### src/rtl/axi4_lite_slave_mem_pkg.sv
`default_nettype none
// ============================================================================
// Module   : axi4_lite_slave_mem_pkg
// Brief    : Shared AXI4-Lite types: response codes, FSM states, config.
// Revision : 1.0 - initial release
// ============================================================================
package axi4_lite_slave_mem_pkg;

    // Upper bound on DELAY_WIDTH so the config struct has a fixed layout.
    localparam int c_max_delay_width = 16;

    typedef enum logic [1:0] {
        RESP_OKAY   = 2'b00,
        RESP_EXOKAY = 2'b01,
        RESP_SLVERR = 2'b10,
        RESP_DECERR = 2'b11
    } resp_t;

    typedef enum logic [1:0] {
        W_IDLE = 2'd0,
        W_WAIT = 2'd1,
        W_RESP = 2'd2
    } wr_state_t;

    typedef enum logic [1:0] {
        R_IDLE = 2'd0,
        R_WAIT = 2'd1,
        R_DATA = 2'd2
    } rd_state_t;

    typedef struct packed {
        logic [c_max_delay_width-1:0] write_delay;
        logic [c_max_delay_width-1:0] read_delay;
        logic                         priv_only;
    } cfg_t;

    function automatic resp_t resp_decode(input logic out_of_range,
                                          input logic priv_only,
                                          input logic prot_priv);
        if (out_of_range)
            return RESP_DECERR;
        else if (priv_only && !prot_priv)
            return RESP_SLVERR;
        else
            return RESP_OKAY;
    endfunction

endpackage
`default_nettype wire

### src/rtl/axi4_lite_slave_mem_if.sv
`default_nettype none
// ============================================================================
// Module   : axi4_lite_slave_mem_if
// Brief    : AXI4-Lite bus bundle with master and slave views.
// Revision : 1.0 - initial release
// ============================================================================
interface axi4_lite_slave_mem_if
    import axi4_lite_slave_mem_pkg::*;
#(
    parameter int ADDRESS_WIDTH = 32,
    parameter int DATA_WIDTH    = 32
) ();
    logic [ADDRESS_WIDTH-1:0]  awaddr;
    logic [2:0]                awprot;
    logic                      awvalid;
    logic                      awready;
    logic [DATA_WIDTH-1:0]     wdata;
    logic [DATA_WIDTH/8-1:0]   wstrb;
    logic                      wvalid;
    logic                      wready;
    resp_t                     bresp;
    logic                      bvalid;
    logic                      bready;
    logic [ADDRESS_WIDTH-1:0]  araddr;
    logic [2:0]                arprot;
    logic                      arvalid;
    logic                      arready;
    logic [DATA_WIDTH-1:0]     rdata;
    resp_t                     rresp;
    logic                      rvalid;
    logic                      rready;

    modport master (
        output awaddr, awprot, awvalid, input awready,
        output wdata, wstrb, wvalid, input wready,
        input bresp, bvalid, output bready,
        output araddr, arprot, arvalid, input arready,
        input rdata, rresp, rvalid, output rready
    );

    modport slave (
        input awaddr, awprot, awvalid, output awready,
        input wdata, wstrb, wvalid, output wready,
        output bresp, bvalid, input bready,
        input araddr, arprot, arvalid, output arready,
        output rdata, rresp, rvalid, input rready
    );
endinterface
`default_nettype wire

### src/rtl/axi4_lite_slave_mem_delay_counter.sv
`default_nettype none
// ============================================================================
// Module   : axi4_lite_delay_counter
// Brief    : Loadable down-counter that saturates at zero.
// Revision : 1.0 - initial release
// ============================================================================
module axi4_lite_delay_counter #(
    parameter int WIDTH = 4
) (
    input  wire             clk,
    input  wire             rst,
    input  wire             i_load,
    input  wire [WIDTH-1:0] i_load_value,
    input  wire             i_dec,
    output wire             o_zero
);
    logic [WIDTH-1:0] r_count;

    always_ff @(posedge clk) begin
        if (rst)
            r_count <= '0;
        else if (i_load)
            r_count <= i_load_value;
        else if (i_dec && (r_count != '0))
            r_count <= r_count - 1'b1;
    end

    assign o_zero = (r_count == '0);
endmodule
`default_nettype wire

### src/rtl/axi4_lite_slave_mem.sv
`default_nettype none
// ============================================================================
// Module   : axi4_lite_slave_mem
// Brief    : AXI4-Lite slave memory with ready delays, strobes, SLVERR/DECERR.
// Revision : 1.0 - initial release
// ============================================================================
module axi4_lite_slave_mem
    import axi4_lite_slave_mem_pkg::*;
#(
    parameter int ADDRESS_WIDTH = 32,
    parameter int DATA_WIDTH    = 32,
    parameter int DEPTH         = 16,
    parameter int DELAY_WIDTH   = 4
) (
    input  wire                   aclk,
    input  wire                   areset,
    input  wire [DELAY_WIDTH-1:0] cfg_write_delay,
    input  wire [DELAY_WIDTH-1:0] cfg_read_delay,
    input  wire                   cfg_priv_only,
    axi4_lite_slave_mem_if.slave  s_axi
);
    localparam int c_strb_w   = DATA_WIDTH / 8;
    localparam int c_addr_lsb = $clog2(c_strb_w);
    localparam int c_idx_w    = $clog2(DEPTH);
    localparam int c_idx_top  = c_addr_lsb + c_idx_w;

    logic [DATA_WIDTH-1:0] r_mem [DEPTH];
    cfg_t                  w_cfg;

    assign w_cfg.write_delay = c_max_delay_width'(cfg_write_delay);
    assign w_cfg.read_delay  = c_max_delay_width'(cfg_read_delay);
    assign w_cfg.priv_only   = cfg_priv_only;

    // Word-offset bits and the unused prot bits carry no meaning here.
    logic w_unused_bits;
    assign w_unused_bits = ^{s_axi.awaddr[c_addr_lsb-1:0], s_axi.araddr[c_addr_lsb-1:0],
                             s_axi.awprot[2:1], s_axi.arprot[2:1]};

    // ---------------- write channel ----------------
    wr_state_t            r_wr_state, w_wr_state_nxt;
    logic                 r_awready, w_awready_nxt;
    logic                 r_bvalid, w_bvalid_nxt;
    resp_t                r_bresp, w_bresp_nxt;
    logic                 r_wr_priv, w_wr_priv_nxt;
    logic                 w_wr_load, w_wr_dec, w_wr_zero, w_wr_commit, w_wr_both;
    logic [c_idx_w-1:0]   w_wr_idx;
    logic                 w_wr_oor;
    resp_t                w_wr_resp;

    assign w_wr_both = s_axi.awvalid && s_axi.wvalid;
    assign w_wr_idx  = s_axi.awaddr[c_idx_top-1:c_addr_lsb];
    assign w_wr_oor  = |s_axi.awaddr[ADDRESS_WIDTH-1:c_idx_top];
    assign w_wr_resp = resp_decode(w_wr_oor, r_wr_priv, s_axi.awprot[0]);

    axi4_lite_delay_counter #(.WIDTH(DELAY_WIDTH)) u_wr_cnt (
        .clk          (aclk),
        .rst          (areset),
        .i_load       (w_wr_load),
        .i_load_value (DELAY_WIDTH'(w_cfg.write_delay)),
        .i_dec        (w_wr_dec),
        .o_zero       (w_wr_zero)
    );

    always_comb begin
        w_wr_state_nxt = r_wr_state;
        w_awready_nxt  = 1'b0;
        w_bvalid_nxt   = r_bvalid;
        w_bresp_nxt    = r_bresp;
        w_wr_priv_nxt  = r_wr_priv;
        w_wr_load      = 1'b0;
        w_wr_dec       = 1'b0;
        w_wr_commit    = 1'b0;
        case (r_wr_state)
            W_IDLE: begin
                if (w_wr_both) begin
                    w_wr_load      = 1'b1;
                    w_wr_priv_nxt  = w_cfg.priv_only;
                    w_wr_state_nxt = W_WAIT;
                end
            end
            W_WAIT: begin
                if (!w_wr_both) begin
                    w_wr_state_nxt = W_IDLE;
                end else if (r_awready) begin
                    w_bresp_nxt    = w_wr_resp;
                    w_bvalid_nxt   = 1'b1;
                    w_wr_commit    = (w_wr_resp == RESP_OKAY);
                    w_wr_state_nxt = W_RESP;
                end else if (w_wr_zero) begin
                    // Ready is registered, so it appears one cycle after zero.
                    w_awready_nxt = 1'b1;
                end else begin
                    w_wr_dec = 1'b1;
                end
            end
            W_RESP: begin
                if (s_axi.bready) begin
                    w_bvalid_nxt   = 1'b0;
                    w_wr_state_nxt = W_IDLE;
                end
            end
            default: w_wr_state_nxt = W_IDLE;
        endcase
    end

    always_ff @(posedge aclk) begin
        if (areset) begin
            r_wr_state <= W_IDLE;
            r_awready  <= 1'b0;
            r_bvalid   <= 1'b0;
            r_bresp    <= RESP_OKAY;
            r_wr_priv  <= 1'b0;
        end else begin
            r_wr_state <= w_wr_state_nxt;
            r_awready  <= w_awready_nxt;
            r_bvalid   <= w_bvalid_nxt;
            r_bresp    <= w_bresp_nxt;
            r_wr_priv  <= w_wr_priv_nxt;
        end
    end

    always_ff @(posedge aclk) begin
        if (areset) begin
            for (int i = 0; i < DEPTH; i++)
                r_mem[i] <= '0;
        end else if (w_wr_commit) begin
            for (int b = 0; b < c_strb_w; b++)
                if (s_axi.wstrb[b])
                    r_mem[w_wr_idx][b*8 +: 8] <= s_axi.wdata[b*8 +: 8];
        end
    end

    assign s_axi.awready = r_awready;
    assign s_axi.wready  = r_awready;
    assign s_axi.bvalid  = r_bvalid;
    assign s_axi.bresp   = r_bresp;

    // ---------------- read channel ----------------
    rd_state_t             r_rd_state, w_rd_state_nxt;
    logic                  r_arready, w_arready_nxt;
    logic                  r_rvalid, w_rvalid_nxt;
    resp_t                 r_rresp, w_rresp_nxt;
    logic [DATA_WIDTH-1:0] r_rdata, w_rdata_nxt;
    logic                  r_rd_priv, w_rd_priv_nxt;
    logic                  w_rd_load, w_rd_dec, w_rd_zero;
    logic [c_idx_w-1:0]    w_rd_idx;
    logic                  w_rd_oor;
    resp_t                 w_rd_resp;

    assign w_rd_idx  = s_axi.araddr[c_idx_top-1:c_addr_lsb];
    assign w_rd_oor  = |s_axi.araddr[ADDRESS_WIDTH-1:c_idx_top];
    assign w_rd_resp = resp_decode(w_rd_oor, r_rd_priv, s_axi.arprot[0]);

    axi4_lite_delay_counter #(.WIDTH(DELAY_WIDTH)) u_rd_cnt (
        .clk          (aclk),
        .rst          (areset),
        .i_load       (w_rd_load),
        .i_load_value (DELAY_WIDTH'(w_cfg.read_delay)),
        .i_dec        (w_rd_dec),
        .o_zero       (w_rd_zero)
    );

    always_comb begin
        w_rd_state_nxt = r_rd_state;
        w_arready_nxt  = 1'b0;
        w_rvalid_nxt   = r_rvalid;
        w_rresp_nxt    = r_rresp;
        w_rdata_nxt    = r_rdata;
        w_rd_priv_nxt  = r_rd_priv;
        w_rd_load      = 1'b0;
        w_rd_dec       = 1'b0;
        case (r_rd_state)
            R_IDLE: begin
                if (s_axi.arvalid) begin
                    w_rd_load      = 1'b1;
                    w_rd_priv_nxt  = w_cfg.priv_only;
                    w_rd_state_nxt = R_WAIT;
                end
            end
            R_WAIT: begin
                if (!s_axi.arvalid) begin
                    w_rd_state_nxt = R_IDLE;
                end else if (r_arready) begin
                    // Memory is sampled before any same-edge write lands.
                    w_rresp_nxt    = w_rd_resp;
                    w_rdata_nxt    = (w_rd_resp == RESP_OKAY) ? r_mem[w_rd_idx] : '0;
                    w_rvalid_nxt   = 1'b1;
                    w_rd_state_nxt = R_DATA;
                end else if (w_rd_zero) begin
                    w_arready_nxt = 1'b1;
                end else begin
                    w_rd_dec = 1'b1;
                end
            end
            R_DATA: begin
                if (s_axi.rready) begin
                    w_rvalid_nxt   = 1'b0;
                    w_rd_state_nxt = R_IDLE;
                end
            end
            default: w_rd_state_nxt = R_IDLE;
        endcase
    end

    always_ff @(posedge aclk) begin
        if (areset) begin
            r_rd_state <= R_IDLE;
            r_arready  <= 1'b0;
            r_rvalid   <= 1'b0;
            r_rresp    <= RESP_OKAY;
            r_rdata    <= '0;
            r_rd_priv  <= 1'b0;
        end else begin
            r_rd_state <= w_rd_state_nxt;
            r_arready  <= w_arready_nxt;
            r_rvalid   <= w_rvalid_nxt;
            r_rresp    <= w_rresp_nxt;
            r_rdata    <= w_rdata_nxt;
            r_rd_priv  <= w_rd_priv_nxt;
        end
    end

    assign s_axi.arready = r_arready;
    assign s_axi.rvalid  = r_rvalid;
    assign s_axi.rresp   = r_rresp;
    assign s_axi.rdata   = r_rdata;
endmodule
`default_nettype wire

### src/flat_wrapper.sv
// flat-port wrapper written by rule: the top's interface ports become plain ports
module axi4_lite_slave_mem_flat import axi4_lite_slave_mem_pkg::*;
#(
    parameter int ADDRESS_WIDTH = 32,
    parameter int DATA_WIDTH    = 32,
    parameter int DEPTH         = 16,
    parameter int DELAY_WIDTH   = 4
)
  (aclk, areset, cfg_write_delay, cfg_read_delay, cfg_priv_only, s_axi_awaddr, s_axi_awprot, s_axi_awvalid, s_axi_awready, s_axi_wdata, s_axi_wstrb, s_axi_wvalid, s_axi_wready, s_axi_bresp, s_axi_bvalid, s_axi_bready, s_axi_araddr, s_axi_arprot, s_axi_arvalid, s_axi_arready, s_axi_rdata, s_axi_rresp, s_axi_rvalid, s_axi_rready);
  axi4_lite_slave_mem_if #(.ADDRESS_WIDTH(ADDRESS_WIDTH), .DATA_WIDTH(DATA_WIDTH)) s_axi_i ();
  input  wire aclk;
  input  wire areset;
  input  wire [DELAY_WIDTH-1:0] cfg_write_delay;
  input  wire [DELAY_WIDTH-1:0] cfg_read_delay;
  input  wire cfg_priv_only;
  input wire logic [$bits(s_axi_i.awaddr)-1:0] s_axi_awaddr;
  input wire logic [$bits(s_axi_i.awprot)-1:0] s_axi_awprot;
  input wire logic [$bits(s_axi_i.awvalid)-1:0] s_axi_awvalid;
  output wire logic [$bits(s_axi_i.awready)-1:0] s_axi_awready;
  input wire logic [$bits(s_axi_i.wdata)-1:0] s_axi_wdata;
  input wire logic [$bits(s_axi_i.wstrb)-1:0] s_axi_wstrb;
  input wire logic [$bits(s_axi_i.wvalid)-1:0] s_axi_wvalid;
  output wire logic [$bits(s_axi_i.wready)-1:0] s_axi_wready;
  output wire logic [$bits(s_axi_i.bresp)-1:0] s_axi_bresp;
  output wire logic [$bits(s_axi_i.bvalid)-1:0] s_axi_bvalid;
  input wire logic [$bits(s_axi_i.bready)-1:0] s_axi_bready;
  input wire logic [$bits(s_axi_i.araddr)-1:0] s_axi_araddr;
  input wire logic [$bits(s_axi_i.arprot)-1:0] s_axi_arprot;
  input wire logic [$bits(s_axi_i.arvalid)-1:0] s_axi_arvalid;
  output wire logic [$bits(s_axi_i.arready)-1:0] s_axi_arready;
  output wire logic [$bits(s_axi_i.rdata)-1:0] s_axi_rdata;
  output wire logic [$bits(s_axi_i.rresp)-1:0] s_axi_rresp;
  output wire logic [$bits(s_axi_i.rvalid)-1:0] s_axi_rvalid;
  input wire logic [$bits(s_axi_i.rready)-1:0] s_axi_rready;
  assign s_axi_i.awaddr = s_axi_awaddr;
  assign s_axi_i.awprot = s_axi_awprot;
  assign s_axi_i.awvalid = s_axi_awvalid;
  assign s_axi_awready = s_axi_i.awready;
  assign s_axi_i.wdata = s_axi_wdata;
  assign s_axi_i.wstrb = s_axi_wstrb;
  assign s_axi_i.wvalid = s_axi_wvalid;
  assign s_axi_wready = s_axi_i.wready;
  assign s_axi_bresp = s_axi_i.bresp;
  assign s_axi_bvalid = s_axi_i.bvalid;
  assign s_axi_i.bready = s_axi_bready;
  assign s_axi_i.araddr = s_axi_araddr;
  assign s_axi_i.arprot = s_axi_arprot;
  assign s_axi_i.arvalid = s_axi_arvalid;
  assign s_axi_arready = s_axi_i.arready;
  assign s_axi_rdata = s_axi_i.rdata;
  assign s_axi_rresp = s_axi_i.rresp;
  assign s_axi_rvalid = s_axi_i.rvalid;
  assign s_axi_i.rready = s_axi_rready;
  axi4_lite_slave_mem #(.ADDRESS_WIDTH(ADDRESS_WIDTH), .DATA_WIDTH(DATA_WIDTH), .DEPTH(DEPTH), .DELAY_WIDTH(DELAY_WIDTH)) u_core (.aclk(aclk), .areset(areset), .cfg_write_delay(cfg_write_delay), .cfg_read_delay(cfg_read_delay), .cfg_priv_only(cfg_priv_only), .s_axi(s_axi_i));
endmodule
### config.mk
export PLATFORM = sky130hd
export DESIGN_NAME = axi4_lite_slave_mem_flat
export DESIGN_NICKNAME = d
export VERILOG_FILES = /design/src/rtl/axi4_lite_slave_mem_pkg.sv /design/src/rtl/axi4_lite_slave_mem_if.sv /design/src/rtl/axi4_lite_slave_mem_delay_counter.sv /design/src/rtl/axi4_lite_slave_mem.sv /design/src/flat_wrapper.sv
export SDC_FILE = /design/constraint.sdc
export NUM_CORES = 1
export LEC_CHECK = 0
export ABC_AREA = 1
export BUFFER_PORTS_ARGS = -buffer_cell sky130_fd_sc_hd__clkbuf_2
export CORE_MARGIN = 2
export CORE_UTILIZATION = 40
export CTS_CLUSTER_SIZE = 28
export DETAILED_ROUTE_END_ITERATION = 8
export HOLD_SLACK_MARGIN = 0.03
export PLACE_DENSITY = 0.56
export SLEW_MARGIN = 40
export SYNTH_ARGS = -nofsm -noshare
export SYNTH_HDL_FRONTEND = slang
export SYNTH_SLANG_ARGS = --single-unit
### constraint.sdc
create_clock -name aclk -period 3.06 [get_ports aclk]
set_clock_uncertainty 0.15 [all_clocks]
set_input_delay 0.153 -clock aclk [delete_from_list [all_inputs] [get_ports aclk]]
set_output_delay 0.153 -clock aclk [all_outputs]
set_load 0.1 [all_outputs]
[After elaboration in Yosys (flattened, before gate mapping)]
Memories as Yosys holds them, arrays and structs flattened.
Cells that the tools add are included.
Cells by class
  add/subtract/negate cells: 2
  eq/ne operators: 14
  mux-type cells: 65
  bitwise operators: 4
  reductions and logical operators: 32
Operators with widths (count)
  32-bit two-way mux: 2
  26-bit OR reduction: 2
  1-bit two-way mux: 41
  32-bit OR reduction: 1
  2-bit two-way mux: 12
  4-bit two-way mux: 6
  2-bit case mux with 3 select lines: 2
  3-bit AND reduction: 4
  2-bit logical NOT: 4
  4-bit logical NOT: 2
  2-bit by 1-bit inequality test with 1-bit output, second input constant: 4
  2-bit inequality test, second input constant: 4
  4-bit AND reduction: 2
  2-bit nonzero test: 4
  4-bit nonzero test: 2
  4-bit OR reduction: 2
  4-bit by 1-bit subtractor with 4-bit output, second input constant: 2
  3-bit by 2-bit inequality test with 1-bit output, second input constant: 2
  1-bit logical AND: 5
  2-bit by 1-bit equality test with 1-bit output, second input constant: 2
  2-bit equality test, second input constant: 2
  1-bit inverter: 4
  1-bit case mux with 2 select lines: 2
  2-bit AND reduction: 2
  1-bit logical NOT: 2
Word-level totals
  register bits after elaboration: 54
  bits in writable memories: 512
  input bits: 122
  output and inout bits: 41
  word-level logic and storage cells: 131
  memories kept: 1
Memory list
  u_core.r_mem: depth 16, bits a word 32, read ports 1, clocked after Yosys merged registers in 0, wr ports 16, line axi4_lite_slave_mem.sv:27  | logic [DATA_WIDTH-1:0] r_mem [DEPTH];

[Depth between registers and ports, before layout]
Gate-level depths: netlist of the first run.
  word-level depth: 13
  mapped depth: 11
  gate-level depth less buffers: 9

[Modules after synthesis]
From an unflattened synthesis of the first run, not the netlist that was laid out.
Second synthesis, totals
  cells, all modules: 2742
  area total of the unflattened synthesis: 27654.0 um^2
Modules (own cells, without submodules)
  axi4_lite_slave_mem: instances 1, cells an instance 2660, area an instance 27106.0 um^2, sequential area each 16295.6 um^2
  axi4_lite_delay_counter: instances 2, cells an instance 41, area an instance 274.0 um^2, sequential area each 80.1 um^2

[Least setup slack after synthesis of the first run]
Ideal clock, no wire load.
  kind: register -> register
  from: register u_core.r_awready, in the netlist u_core.s_axi.awready
  to: memory u_core.r_mem[2][0], enable pin
  setup time: 0.384 ns
  arrival: 2.785 ns
  required time: 2.526 ns
  path slack: -0.259 ns
  cell stages (with the launch flop): 6
  path buffers: 1
  clock period less this slack: 3.319 ns
  path through: dfxtp_1 nand3_1 nor3_4 nand3_4 clkbuf_1 o21ai_0
RTL lines
  from (decl): line axi4_lite_slave_mem.sv:41  | logic r_awready, w_awready_nxt;
  from (signal assigned): line axi4_lite_slave_mem.sv:115  | r_awready <= w_awready_nxt;
  to (decl): line axi4_lite_slave_mem.sv:27

==> summary.md, run 1 <==
| Metric | Value |
|---|---|
| Status | `finished clean` |
| Ant diodes | `0` |
| Die Y | `roughly 270 µm` |
| Gr ovfl total | `0` |
| Seq/Total Area, Yosys | `approximately three fifths` |
| CTS max path bufs | `3` |
| Fin Setup TNS | `0 ps` |
| CTS sink count | `about 570` |
| Most common cell after layout, fill and taps aside | `nand2_1` |
| # IOs | `around 160` |
| Initial Util | `approximately two fifths` |
| CTS tree | `built` |
| Initial antenna violation count | `3` |
| Remaining DRCs | `0` |
| GP Congestion | `between 0.7 and 0.8` |
| DIE WIDTH | `267 µm` |
| CTS clock-pin slew for the worst setup and hold paths | `around 60 ps` |
| Min-Delay Path Class | `in2reg` |
| Rows | `96` |
| Share of cells above drive strength 1 | `roughly 23%` |
| GRT Util Overall | `a little under a quarter` |
| Number of global-route vias before repair | `20,900` |
| DRT Pass-1 Iters | `5` |
| FF+latch area | `between 15,000 and 20,000 µm²` |
| Final setup viols | `0` |
| Num CTS Buffers | `just over 60` |
| Final Hold Viols | `0` |
| #FFs+latches synth | `about 570` |
| Post-synthesis area per instance | `10.0 µm²` |
| CP Max Fanout | `36` |
| CP Capture Type | `flop` |
| WP data required | `3250 ps` |
| Synth warn | `0` |
| Most frequent cells in the layout | `597 x nand2_1, 512 x edfxtp_1, 480 x nand3_1` |
| Post-route ant nets | `0` |
| Final core utilization | `47.2%` |
| Tot Pwr | `17.4 mW` |
| CTS H-Tree Depth | `2` |
| Cells after Synth | `around 2,800` |
| Core Region | `a little under 70,000 µm²` |
| Leakage | `between 10 and 15 nW` |
| Total die area | `71,200 µm²` |
| WL final | `between 80 and 90 mm` |
| Vias/cell | `between 5 and 6` |
| Area of the multi-input gates | `about 9600 µm²` |
| Syn_nets | `2,875` |
| Worst-Margin Slew | `around 870 ps` |
| Max_cap viols | `0` |
| RSZ-0062 raised after global routing | `false` |
| Fillers | `between 6,000 and 7,000` |
| Root Buffer | `clkbuf_16` |
| DR WL/cell | `~21 µm` |
| Worst EP arrival | `~3100 ps` |
| Global-route wire length before repair | `~120 mm` |
| Largest net degree at the start of global routing | `between 100 and 150` |
| Nets | `slightly above 3,000` |
| Clock latency on the worst-skew pair | `roughly 620 ps` |
| Peak supply drop | `approximately 0.41 mV` |
| DRT iter0 DRCs | `1,943` |
| Yosys cell types | `28` |
| Setup crit start kind | `primary input` |
| Tcrit/Tclk final | `between 90% and 100%` |
| Slew HR | `about two fifths` |
| Min cycle time layout | `about 2900 ps` |
| Area grow syn2layout | `17.1%` |
| Netlist Area Pre-Place | `about 28,000 µm²` |
| Kind of critical path | `in2reg` |
| Power per cell area | `roughly 540 nW/µm²` |
| Max frequency | `between 300 and 400 MHz` |
| Hold WS | `92.5 ps` |
| Fin. max-slew vios | `0` |
| HPWL after DPL | `about 50 mm` |
| DR vias | `between 20,000 and 25,000` |
| Port Buffer Count | `~150` |
state kept, by name (all words and copies together) (netlist names):
register	cells
u_core.s_axi.rresp	2
u_core.r_mem	512
u_core.s_axi.bvalid	1
u_core.r_wr_priv	1
u_core.s_axi.rdata	32
u_core.s_axi.awready	1
u_core.u_rd_cnt.r_count	4
u_core.u_wr_cnt.r_count	4
u_core.r_rd_state	2
u_core.s_axi.arready	1
u_core.r_wr_state	2
u_core.s_axi.rvalid	1
u_core.r_rd_priv	1
u_core.s_axi.bresp	2
Yosys cell counts, drive strengths merged:
| master | instances | area [µm²] |
|---|---|---|
| o211ai | 1 | 7.51 |
| clkbuf | 169 | 634 |
| xor2 | 3 | 26.3 |
| or2 | 3 | 18.8 |
| nand2 | 597 | 2240 |
| a31oi | 4 | 25.0 |
| nor3 | 516 | 3790 |
| clkinv | 17 | 63.8 |
| nor2 | 87 | 327 |
| nand3b | 1 | 7.51 |
| o21ai | 83 | 415 |
| nand4 | 1 | 6.26 |
| buf | 96 | 579 |
| a21oi | 44 | 220 |
| ha | 2 | 25.0 |
| nand3 | 484 | 2470 |
| edfxtp | 512 | 15400 |
| dfxtp | 54 | 1080 |
| inv | 76 | 285 |
| o221a | 1 | 11.3 |
kinds of logic (layout without fill, tap and decap cells):
logic type	count (synthesis)	in the layout	synth area share, %
AOI/OAI and AO/OA	133	133	2.46
xor gates and xnor gates	3	3	0.0952
adders and majority gates	2	2	0.0906
buffers and inverters	358	589	5.66
DFF	566	566	59.6
and+or+nand+nor	1689	1689	32.1
path summary, 6_finish.rpt:
check	from	slack [ps]	cells after the start	endpoint
worst max-delay path	s_axi_wvalid	160	12	u_core.r_mem[11][20]
worst min-delay path	s_axi_wstrb[3]	90	5	u_core.r_mem[7][31]
worst max register to register	u_core.r_wr_state[0]	480	9	u_core.r_mem[11][20]
worst min register to register	u_core.r_rd_priv	300	2	u_core.r_rd_priv
routing by layer:
layer  part of all wire [%]  vias to the layer above  GRT usage [%]
met3                    6.5                      125           2.68
met5                  0.022                        -              0
li1                       -                    10000              -
met2                     48                      826           37.8
met1                     43                    10500           30.6
met4                    2.5                        4           7.20
report_power, final:
part           switching (mW)  internal [mW]  leakage (nW)  total (mW)
clock                    3.02           4.13         0.926        7.15
combinational            1.08          0.450          4.61        1.53
sequential             0.0817           8.67          5.62        8.75
critical path, cell delays in order:
cell and delay (ps):
dlygate4sd3_1 530, clkbuf_2 100, nand2_1 40, dlygate4sd3_1 540, inv_1 90, nand3_1 200
nor3_4 280, buf_12 170, nand3_4 230, buf_12 300, o21ai_0 200, buf_4 210
final cells by class:
cell class | instances | area share (%)
clock inverter | 33 | 0.917
sequential | 566 | 50.9
tap | 882 | 3.41
inverter | 93 | 1.10
clock buffer | 77 | 4.91
multi-input combinational | 1827 | 29.7
timing repair buffer | 386 | 9.07
through the flow:
step	std cells	instance area (µm²)	worst slack [ps]
after CTS	3851	32200	104
after global placement	3679	29700	480
after global routing	3864	32300	12.9
final	3864	32300	163
after detailed placement	3679	29700	389
after floorplan	2751	27600	120
timing repair:
item / 4_1_cts / 5_1_grt
hold buffers: 62 / 4
setup endpoints to repair: 0 / 86
resized for setup: 0 / 9
buffers inserted: 0 / 8
endpoints found under the hold margin: 236 / 18
(Power assumes the default switching activity.)
==> run 2, diff against run 1 <==
PLACE_DENSITY = 0.58   (was 0.56)
clock period = 2.4 ns   (was 3.06 ns; I/O delays follow)
==> summary.md, run 2 (synthesis results as in run 1) <==
| Metric | Value |
|---|---|
| DRT Pass-1 Iters | `6` |
| Final WS setup | `around 57 ps` |
| Hold EP | `u_core.r_mem[13][8]` |
| Area grow syn2layout | `20.2%` |
| Die Y | `267 µm` |
| Vias/cell | `5.47` |
| Worst path cell trace | `dlygate4sd3_1 > clkbuf_2 > nor2_1 > dlygate4sd3_1 > nand2_1 > dlygate4sd3_1 > nor2_1 > nand4_1 > nor2_1 > nand2_1 > a21oi_1` |
| Tcrit/Tclk final | `roughly 98%` |
| Gr ovfl total | `0` |
| CP Max Fanout | `2` |
| CTS max path bufs | `3` |
| Min-Delay Path Class | `in2reg` |
| Status | `finished clean` |
| Final Hold Viols | `0` |
| Initial antenna violation count | `4` |
| Worst slack, placed | `24.2 ps` |
| Worst path buffer plus inverter count | `4` |
| Kind of critical path | `in2reg` |
| Remaining DRCs | `0` |
| # IOs | `163` |
| Fillers | `6,213` |
| CTS H-Tree Depth | `2` |
| Min cycle time layout | `approximately 2300 ps` |
| Fin. max-slew vios | `0` |
| Number of global-route vias before repair | `~21,000` |
| Setup crit start kind | `primary input` |
| Worst-Margin Slew | `roughly 800 ps` |
| Final setup viols | `0` |
| Max frequency | `427 MHz` |
| Rows | `96` |
| DR vias | `about 21,000` |
| CTS tree | `built` |
| Nets | `just over 3,000` |
| Reg2reg end | `u_core.r_mem[15][11]` |
| Leakage | `between 10 and 15 nW` |
| Cell area after layout | `around 33,000 µm²` |
| CP Capture Type | `flop` |
| R2R Setup Slk | `~70 ps` |
| FF+latch area | `approximately 16,000 µm²` |
| Largest net degree at the start of global routing | `97` |
| DIE WIDTH | `about 270 µm` |
| Hold wc startpoint | `s_axi_awaddr[5]` |
| Power per cell area | `between 600 and 700 nW/µm²` |
| Slew HR | `between 40% and 50%` |
| WL final | `between 70 and 80 mm` |
| HPWL after DPL | `around 50 mm` |
| DRT iter0 DRCs | `1,645` |
| Worst EP arrival | `between 2000 and 3000 ps` |
| Peak supply drop | `about 0.50 mV` |
| Global-route wire length before repair | `between 100 and 150 mm` |
| CTS clock-pin slew for the worst setup and hold paths | `60 ps` |
| Hold path cells | `6` |
| Top reg by flops | `u_core.r_mem` |
| Placed insts | `between 3,000 and 4,000` |
| Max reg flops | `512` |
| GP Congestion | `0.831` |
| R2R depth | `9` |
| Root Buffer | `clkbuf_16` |
| Post-route ant nets | `0` |
| Total die area | `between 70,000 and 80,000 µm²` |
| Most common cell after layout, fill and taps aside | `nand2_1` |
| Crit-path leading delay family | `buffers and inverters` |
| DR WL/cell | `20.4 µm` |
| Port Buffer Count | `154` |
| Clock latency on the worst-skew pair | `around 630 ps` |
| CTS sink count | `roughly 570` |
| Hold WS | `~90 ps` |
| WP data required | `2810 ps` |
| R2r startpoint | `u_core.r_wr_state[0]` |
| Max_cap viols | `0` |
| Slowest stage delay, CP | `a little under 600 ps` |
| Post-DP Area | `slightly above 30,000 µm²` |
| Share of cells above drive strength 1 | `25.2%` |
| Initial Util | `between 40% and 50%` |
| GRT Util Overall | `between 20% and 30%` |
| Critical Path Start | `s_axi_araddr[22]` |
| Num CTS Buffers | `61` |
| Area of the multi-input gates | `9790 µm²` |
| CP max stage cell | `dlygate4sd3_1` |
| Post-route insts no fill | `3,916` |
| Core Region | `around 68,000 µm²` |
| Most frequent cells in the layout | `597 x nand2_1, 512 x edfxtp_1, 479 x nand3_1` |
-- run 2: worst register-to-register path, delay by kind of cell, from the launching register on --
family / cells / cell delay, ps
AND/OR/NAND/NOR: 4 / 700
AO/OA/AOI/OAI: 1 / 170
flip-flops: 1 / 350
buffers and inverters: 4 / 660
-- run 2: metal layers --
metal,global-route usage (%),share of wire [%],vias to the layer above
li1,-,-,10100
met1,28.9,43,10400
met2,37.0,47,779
met3,4.13,7.1,136
met4,7.06,2.8,6
met5,0,0.046,-
-- run 2: stage by stage --
step	utilization [%]	total power [mW]	TNS, ps
6_report	48.5	23.0	0
5_1_grt	48.5	23.8	-1430
4_1_cts	48.3	23.2	0
3_5_place_dp	44.2	13.3	0
3_3_place_gp	44.2	13.2	0
2_1_floorplan	-	12.4	-40970
-- run 2: timing repair --
item	4_1_cts	5_1_grt
endpoints found under the setup margin	0	213
gates resized for setup	0	10
hold endpoints to repair	301	48
setup buffers	0	1
hold buffers	73	4
-- run 2: cell type report --
type,instances,share of cell area (%)
Tap cell,882,3.32
Clock buffer,79,5.40
Inverter,93,1.08
Clock inverter,37,1.02
Timing Repair Buffer,431,10.1
Antenna cell,1,0.00754
Multi-Input combinational cell,1827,29.5
Sequential cell,566,49.6
-- run 2: report_power, final --
part / switching (mW) / internal, mW
clock: 3.97 / 5.89
combinational: 1.37 / 0.638
sequential: 0.106 / 11.1
-- run 2: worst max-delay path by stage --
| stage | endpoint | slack, ps | depth (start not counted) |
|---|---|---|---|
| after floorplan | u_core.r_mem[11][10] | -100 | 5 |
| after global placement | u_core.r_mem[14][26] | 80 | 8 |
| after detailed placement | u_core.r_mem[15][24] | 20 | 8 |
| after CTS | u_core.s_axi.rresp[1] | 6 | 11 |
| after global routing | u_core.r_mem[9][2] | -40 | 8 |
| final | u_core.s_axi.rdata[30] | 60 | 11 |
